**config.mk**
```make
export PLATFORM = sky130hd
export DESIGN_NAME = apb_master_bridge
export DESIGN_NICKNAME = d
export VERILOG_FILES = /design/src/rtl/apb_pkg.sv /design/src/rtl/apb_wait_timer.sv /design/src/rtl/apb_master_bridge.sv
export SDC_FILE = /design/constraint.sdc
export NUM_CORES = 1
export LEC_CHECK = 0
export ABC_AREA = 1
export BUFFER_PORTS_ARGS = -buffer_cell sky130_fd_sc_hd__buf_2
export CORE_MARGIN = 4
export CORE_UTILIZATION = 49
export DETAILED_ROUTE_END_ITERATION = 8
export GPL_ROUTABILITY_DRIVEN = 0
export PLACE_DENSITY_LB_ADDON = 0.3
export SETUP_SLACK_MARGIN = 0.4
export SLEW_MARGIN = 25
export SYNTH_ARGS = -nofsm -noshare
export SYNTH_HDL_FRONTEND = slang
export SYNTH_SLANG_ARGS = --single-unit
```
**constraint.sdc**
```tcl
create_clock -name PCLK -period 6.9 [get_ports PCLK]
set_input_delay 1.38 -clock PCLK [delete_from_list [all_inputs] [get_ports PCLK]]
set_output_delay 1.38 -clock PCLK [all_outputs]
set_load 0.005 [all_outputs]
```
**src/rtl/apb_pkg.sv**
```systemverilog
// Shared types and default widths for the APB master bridge.
package apb_pkg;

  typedef enum logic [1:0] {
    IDLE   = 2'd0,
    SETUP  = 2'd1,
    ACCESS = 2'd2
  } apb_state_t;

  localparam int unsigned APB_ADDR_W         = 32;
  localparam int unsigned APB_DATA_W         = 32;
  localparam int unsigned APB_TIMEOUT_CYCLES = 16;

endpackage

```
**src/rtl/apb_wait_timer.sv**
```systemverilog
// Counts APB wait states within one ACCESS phase and flags the cycle in which
// the wait budget runs out. TIMEOUT_CYCLES = 0 disables the timeout.
module apb_wait_timer #(
  parameter int unsigned TIMEOUT_CYCLES = 16
) (
  input  logic clk_i,
  input  logic rst_i,
  input  logic clr_i,
  input  logic en_i,
  output logic expired_o
);

  localparam int unsigned CNT_W  = (TIMEOUT_CYCLES == 0) ? 1 : $clog2(TIMEOUT_CYCLES + 1);
  localparam int unsigned LAST_I = (TIMEOUT_CYCLES == 0) ? 0 : TIMEOUT_CYCLES - 1;
  localparam logic [CNT_W-1:0] LAST = LAST_I[CNT_W-1:0];
  localparam logic [CNT_W-1:0] MAX  = TIMEOUT_CYCLES[CNT_W-1:0];

  logic [CNT_W-1:0] count_q;
  logic [CNT_W-1:0] count_d;

  // Next count: clear on request, otherwise count wait cycles and saturate.
  always_comb begin
    count_d = count_q;
    if (clr_i) begin
      count_d = '0;
    end else if (en_i && (count_q != MAX)) begin
      count_d = count_q + CNT_W'(1);
    end
  end

  // Counter register.
  always_ff @(posedge clk_i or posedge rst_i) begin
    if (rst_i) begin
      count_q <= '0;
    end else begin
      count_q <= count_d;
    end
  end

  // Expiry is flagged in the wait cycle that would bring the count to the
  // budget, so the bridge aborts after exactly TIMEOUT_CYCLES waited cycles.
  // A cycle with PREADY high never has en_i set, so completion wins.
  assign expired_o = (TIMEOUT_CYCLES != 0) && en_i && (count_q == LAST);

endmodule

```
**src/rtl/apb_master_bridge.sv**
```systemverilog
// Valid/ready command stream to APB3 master. One response pulse per command,
// all bus and response outputs driven straight from registers.
module apb_master_bridge
  import apb_pkg::*;
#(
  parameter int unsigned ADDR_W         = APB_ADDR_W,
  parameter int unsigned DATA_W         = APB_DATA_W,
  parameter int unsigned TIMEOUT_CYCLES = APB_TIMEOUT_CYCLES
) (
  input  logic              PCLK,
  input  logic              PRESET,
  input  logic              cmd_valid,
  output logic              cmd_ready,
  input  logic              cmd_write,
  input  logic [ADDR_W-1:0] cmd_addr,
  input  logic [DATA_W-1:0] cmd_wdata,
  output logic              rsp_valid,
  output logic [DATA_W-1:0] rsp_rdata,
  output logic              rsp_error,
  output logic              rsp_timeout,
  output logic              PSEL,
  output logic              PENABLE,
  output logic              PWRITE,
  output logic [ADDR_W-1:0] PADDR,
  output logic [DATA_W-1:0] PWDATA,
  input  logic [DATA_W-1:0] PRDATA,
  input  logic              PREADY,
  input  logic              PSLVERR
);

  apb_state_t        state_q;
  logic              cmd_ready_q;
  logic              psel_q;
  logic              penable_q;
  logic              pwrite_q;
  logic [ADDR_W-1:0] paddr_q;
  logic [DATA_W-1:0] pwdata_q;
  logic              rsp_valid_q;
  logic [DATA_W-1:0] rsp_rdata_q;
  logic              rsp_error_q;
  logic              rsp_timeout_q;

  logic              timer_clr;
  logic              timer_en;
  logic              timer_expired;

  assign timer_clr = (state_q == SETUP);
  assign timer_en  = (state_q == ACCESS) && !PREADY;

  apb_wait_timer #(
    .TIMEOUT_CYCLES(TIMEOUT_CYCLES)
  ) u_wait_timer (
    .clk_i    (PCLK),
    .rst_i    (PRESET),
    .clr_i    (timer_clr),
    .en_i     (timer_en),
    .expired_o(timer_expired)
  );

  // Transfer FSM; the bus registers double as the command latch.
  always_ff @(posedge PCLK or posedge PRESET) begin
    if (PRESET) begin
      state_q       <= IDLE;
      cmd_ready_q   <= 1'b0;
      psel_q        <= 1'b0;
      penable_q     <= 1'b0;
      pwrite_q      <= 1'b0;
      paddr_q       <= '0;
      pwdata_q      <= '0;
      rsp_valid_q   <= 1'b0;
      rsp_rdata_q   <= '0;
      rsp_error_q   <= 1'b0;
      rsp_timeout_q <= 1'b0;
    end else begin
      rsp_valid_q   <= 1'b0;
      rsp_rdata_q   <= '0;
      rsp_error_q   <= 1'b0;
      rsp_timeout_q <= 1'b0;
      case (state_q)
        IDLE: begin
          if (cmd_valid && cmd_ready_q) begin
            state_q     <= SETUP;
            cmd_ready_q <= 1'b0;
            psel_q      <= 1'b1;
            penable_q   <= 1'b0;
            pwrite_q    <= cmd_write;
            paddr_q     <= cmd_addr;
            pwdata_q    <= cmd_write ? cmd_wdata : '0;
          end else begin
            cmd_ready_q <= 1'b1;
          end
        end
        SETUP: begin
          state_q   <= ACCESS;
          penable_q <= 1'b1;
        end
        ACCESS: begin
          if (PREADY) begin
            state_q     <= IDLE;
            cmd_ready_q <= 1'b1;
            psel_q      <= 1'b0;
            penable_q   <= 1'b0;
            rsp_valid_q <= 1'b1;
            rsp_error_q <= PSLVERR;
            rsp_rdata_q <= (!pwrite_q && !PSLVERR) ? PRDATA : '0;
          end else if (timer_expired) begin
            state_q       <= IDLE;
            cmd_ready_q   <= 1'b1;
            psel_q        <= 1'b0;
            penable_q     <= 1'b0;
            rsp_valid_q   <= 1'b1;
            rsp_error_q   <= 1'b1;
            rsp_timeout_q <= 1'b1;
          end
        end
        default: begin
          state_q     <= IDLE;
          cmd_ready_q <= 1'b0;
          psel_q      <= 1'b0;
          penable_q   <= 1'b0;
        end
      endcase
    end
  end

  assign cmd_ready   = cmd_ready_q;
  assign PSEL        = psel_q;
  assign PENABLE     = penable_q;
  assign PWRITE      = pwrite_q;
  assign PADDR       = paddr_q;
  assign PWDATA      = pwdata_q;
  assign rsp_valid   = rsp_valid_q;
  assign rsp_rdata   = rsp_rdata_q;
  assign rsp_error   = rsp_error_q;
  assign rsp_timeout = rsp_timeout_q;

endmodule

```
# After elaboration in Yosys (flattened, before gate mapping)
# Index checks and enable logic that the tools add are counted.
# word_totals
regBits	110
in_bits	102
output_inout_bits	103
word_cells	61
# op_classes
n_addsub	1
eq_ne	6
n_mux	27
n_bitwise	1
reduce_logical	14
# op_table
op	n
32-bit two-way mux	4
1-bit two-way mux	14
5-bit two-way mux	2
1-bit one-hot mux with 3 select lines	3
2-bit two-way mux	3
2-bit one-hot mux with 3 select lines	1
2-bit AND reduction	3
5-bit by 1-bit adder with 5-bit output, second input constant	1
5-bit by 4-bit equality test with 1-bit output, second input constant	1
1-bit logical AND	5
5-bit != test, second input constant	1
1-bit zero test	3
3-bit != test, second input constant	1
3-bit AND reduction	1
2-bit by 1-bit equality test with 1-bit output, second input constant	1
2-bit equality test, second input constant	1
2-bit zero test	1
2-bit != test, second input constant	1
2-bit nonzero test	1
1-bit NOT	1

# Depth between registers and ports, before layout
# depth
depth_word	6
mapped_depth	9
depth_no_buf	9

# Cells and area by module
# A second synthesis with hierarchy kept.
# hier_totals
hier_cells	429
hier_area_um2	4245.3
# by_module_without_submodules
mod	n_inst	cells_each	area_per_inst_um2	seq_area_each_um2
apb_master_bridge	1	385	3905.0	2602.5
apb_wait_timer	1	44	340.3	125.1

# Worst setup path before layout
# No wires, ideal clock.
# synth_timing
path_type	input port to flip-flop
start	input port cmd_write
end	register pwdata_q[14], in the netlist PWDATA[14]
setup_time_ps	83
arrival_time_ps	1964
path_slack_ps	4854
path_stages	4
cell_sequence	buf_2 -> clkbuf_1 -> nand2_1 -> o21ai_0
# synth_via
elab_chain_cells	1
# synth_rtl
element	line_no	rtl
from (decl)	apb_master_bridge.sv:14	input logic cmd_write,
32-bit two-way mux	apb_master_bridge.sv:88	pwdata_q <= cmd_write ? cmd_wdata : '0;
to (signal assigned)	apb_master_bridge.sv:88	
to (decl)	apb_master_bridge.sv:37	logic [DATA_W-1:0] pwdata_q;
# Every way passes these cells.
# A chain may end at the register's enable or synchronous reset.

# Worst setup path after layout
# layout_timing
start	input port cmd_valid
end	register paddr_q[28], in the netlist PADDR[28]
# layout_via
elab_chain_cells	2
# layout_rtl
element	line_no	rtl
from (decl)	apb_master_bridge.sv:12	input logic cmd_valid,
1-bit logical AND	apb_master_bridge.sv:81	if (cmd_valid && cmd_ready_q) begin
2-bit AND reduction (no source line)	-	
to (signal assigned)	apb_master_bridge.sv:87	paddr_q <= cmd_addr;
to (decl)	apb_master_bridge.sv:36	logic [ADDR_W-1:0] paddr_q;
# Every way passes these cells.

==> flow_summary.ini <==
[status]
status = completed

[hold_path]
holdPathStages = 2
holdCritStartpoint = PADDR[30]$_DFFE_PP0P_
holdPathEnd = PADDR[30]$_DFFE_PP0P_
hp-class = reg -> reg

[cts]
clk_pin_slew_ps = 100
h-tree-depth = 3
postCtsSetupRepairBufs = 0
cts_buffers = 9
clock_path_buffers = 2
clk_latency_ps = 360
holdBufCountCts = 0
cts_sinks = 109
cts_resized = 0
cts_tree = built
root_buffer = clkbuf_8

[routing]
via_count = 3530
drt_iter0_drc = 107
drt-wirelength-per-cell_um = 14.7
drc_errors = 0
drt-total-wl_um = 10700
vias_per_cell = 4.86
antenna_left = 0
dr.pass1.iters = 4

[critical_path]
r2r-end = PADDR[28]$_DFFE_PP0P_
reg2reg_depth = 5
crit_start = cmd_valid
cp.required_ps = 7190
cp_max_fo = 36
crit_path_top_delay_cell = inv_2
crit_path_start_kind = input pin
cpPeakStageDelay_ps = 650
cpMostUsedCell = nand2_1
cp.arrival_ps = 2810
end_kind = flop
ff2ff_setup_slack_ps = 4880
crit_buf_inv = 2
cp.depth = 5
worstPathCellList = buf_2 > nand3_2 > inv_2 > nand2_1 > nand2_1
rr_startpoint = state_q[1]$_DFFE_PP0P_
setup.worst_path.class = in -> reg
critical_path.top_delay_family = buffers and inverters

[placed_design]
dp_slack_ps = 4020
hpwl_um = 7860
port_buffers = 204
place_area_um2 = 5220
dp.cells = 710

[finish]
final_cell_mix = buf_2, nand2_1, dfrtp_1, nor3b_1, o21ai_0
final_cells = 726
area_growth_pct = 30.0
finalInstanceArea_um2 = 5410
layout-drive-gt1-share_pct = 36.6
final_nets = 721
antenna-diode-count = 0
layout_commonest_cell = buf_2

[global_routing]
gr-usage-all-layers_pct = 21.2
grt_pass1_vias = 3468
grt_overflow_total = 0
antenna_found_initial = 0
grt_first_pass_wirelength_um = 16800
grt_max_degree = 91

[synthesis]
synth_enable_flop_cells = 0
yosys_warnings = 0
postSynthCellCount = 422
synth_fp_nets = 527
syn-cell-area_um2 = 4160
yosysSeqAreaShare_pct = 65.5
synth_cell_types = 19
synth-seq-cells = 109
synthArstFlopShare_pct = 100
synth.avg_cell_area_um2 = 9.86
ys.flop_type = dfrtp_1

[sta]
relSlewSlack_pct = 46.8
finalHoldViolCount = 0
fin_crit_ps = 2520
tns_ps = 0
fin_skew_ps = 15.7
rsz0062_at_grt = no
fmax_ghz = 0.397
fin_ws_ps = 4380
finalSetupViolCount = 0
period_share_pct = 36.5
worstMarginPinSlew_ps = 798
slew_viol_final = 0

[die]
fp.dieH_um = 100
ioPinCount = 205
core-area_um2 = 8260
rows = 33
die_w_um = 100
start_util_pct = 50.4
dieArea_um2 = 10000

[pwr]
power_mw = 1.99
intPower_mw = 1.27
clockPowerShare_pct = 19.0
p_seq_share_pct = 48.5
power_frac_comb_pct = 32.4
switching_share_pct = 35.8
ir_drop_v = 0.000175
power.density_nw_per_um2 = 367
p_leak_nw = 3.10
power_switching_mw = 0.712

[flow_run]
maxCapViolCount = 0
worst reg2reg max path, stage by stage (launching register included):
cell,delay [ps]
dfrtp_1,470
nor2_1,150
nand3_2,440
inv_2,650
nand2_1,150
nand2_1,100
worst max-delay path by stage:
stage | slack, ps | endpoint
after floorplan | 2650 | PADDR[0]$_DFFE_PP0P_
after global placement | 4010 | rsp_rdata[15]$_DFF_PP0_
after detailed placement | 4020 | PADDR[28]$_DFFE_PP0P_
after CTS | 4390 | PWRITE$_DFFE_PP0P_
after global routing | 4240 | PADDR[12]$_DFFE_PP0P_
final | 4380 | PADDR[28]$_DFFE_PP0P_
power groups by stage:
| stage | logic, mW | registers, mW | clock network (mW) |
|---|---|---|---|
| finish | 0.644 | 0.964 | 0.378 |
| global route | 0.742 | 0.989 | 0.409 |
| CTS | 0.657 | 0.965 | 0.385 |
| detailed placement | 0.658 | 0.971 | 0 |
| global placement | 0.630 | 0.961 | 0 |
| floorplan | 0.350 | 0.976 | 0 |
cells in the mapped netlist, types with 2 or more instances:
cell / number / area [µm²]
buf_1: 3 / 11.3
nand3_1: 9 / 45.0
nor2_1: 10 / 37.5
nand4_1: 2 / 12.5
clkbuf_1: 7 / 26.3
buf_2: 7 / 35.0
ha_1: 3 / 37.5
inv_1: 13 / 48.8
buf_4: 5 / 37.5
dfrtp_1: 109 / 2730
nor3b_1: 33 / 248
nand2_1: 180 / 676
o21ai_1: 4 / 20.0
o21ai_0: 32 / 160
kinds of logic (layout without fill, tap and decap cells):
family	after synthesis	count (layout)	synth area share (%)
flops	109	109	65.5
compound gates	36	36	4.33
buf+inv	37	236	4.18
simple gates	237	237	25.0
fa+ha+maj	3	3	0.902
per-stage QoR:
step / util, % / hold WS (ps)
after floorplan: - / 472
after global placement: 63.1 / 457
after detailed placement: 63.2 / 460
after CTS: 65.5 / 489
after global routing: 65.5 / 505
final: 65.5 / 485
registers in the layout (all words and copies together), names as in the netlist:
register / cells
PADDR: 32
PSEL: 1
PWDATA: 32
PWRITE: 1
cmd_ready: 1
rsp_error: 1
rsp_rdata: 32
rsp_timeout: 1
rsp_valid: 1
state_q: 2
u_wait_timer.count_q: 5
per-layer routing:
layer / up-vias / wire [µm] / part of all wire, % / GRT usage (%)
li1: 1712 / - / - / -
met1: 1636 / 4340 / 41 / 27.8
met2: 166 / 5300 / 50 / 35.7
met3: 16 / 888 / 8.3 / 4.38
met4: 0 / 174 / 1.6 / 6.53
met5: - / 0 / 0 / 0
cell type report:
| type | instances | area [µm²] |
|---|---|---|
| clock buffer | 10 | 128 |
| tap | 105 | 131 |
| inverter | 14 | 55.1 |
| clock inverter | 6 | 61.3 |
| fill | 707 | 2850 |
| sequential | 109 | 2730 |
| timing repair buffer | 206 | 1040 |
| multi-input combinational | 276 | 1270 |
No activity file was read; power rests on OpenSTA's default activity.
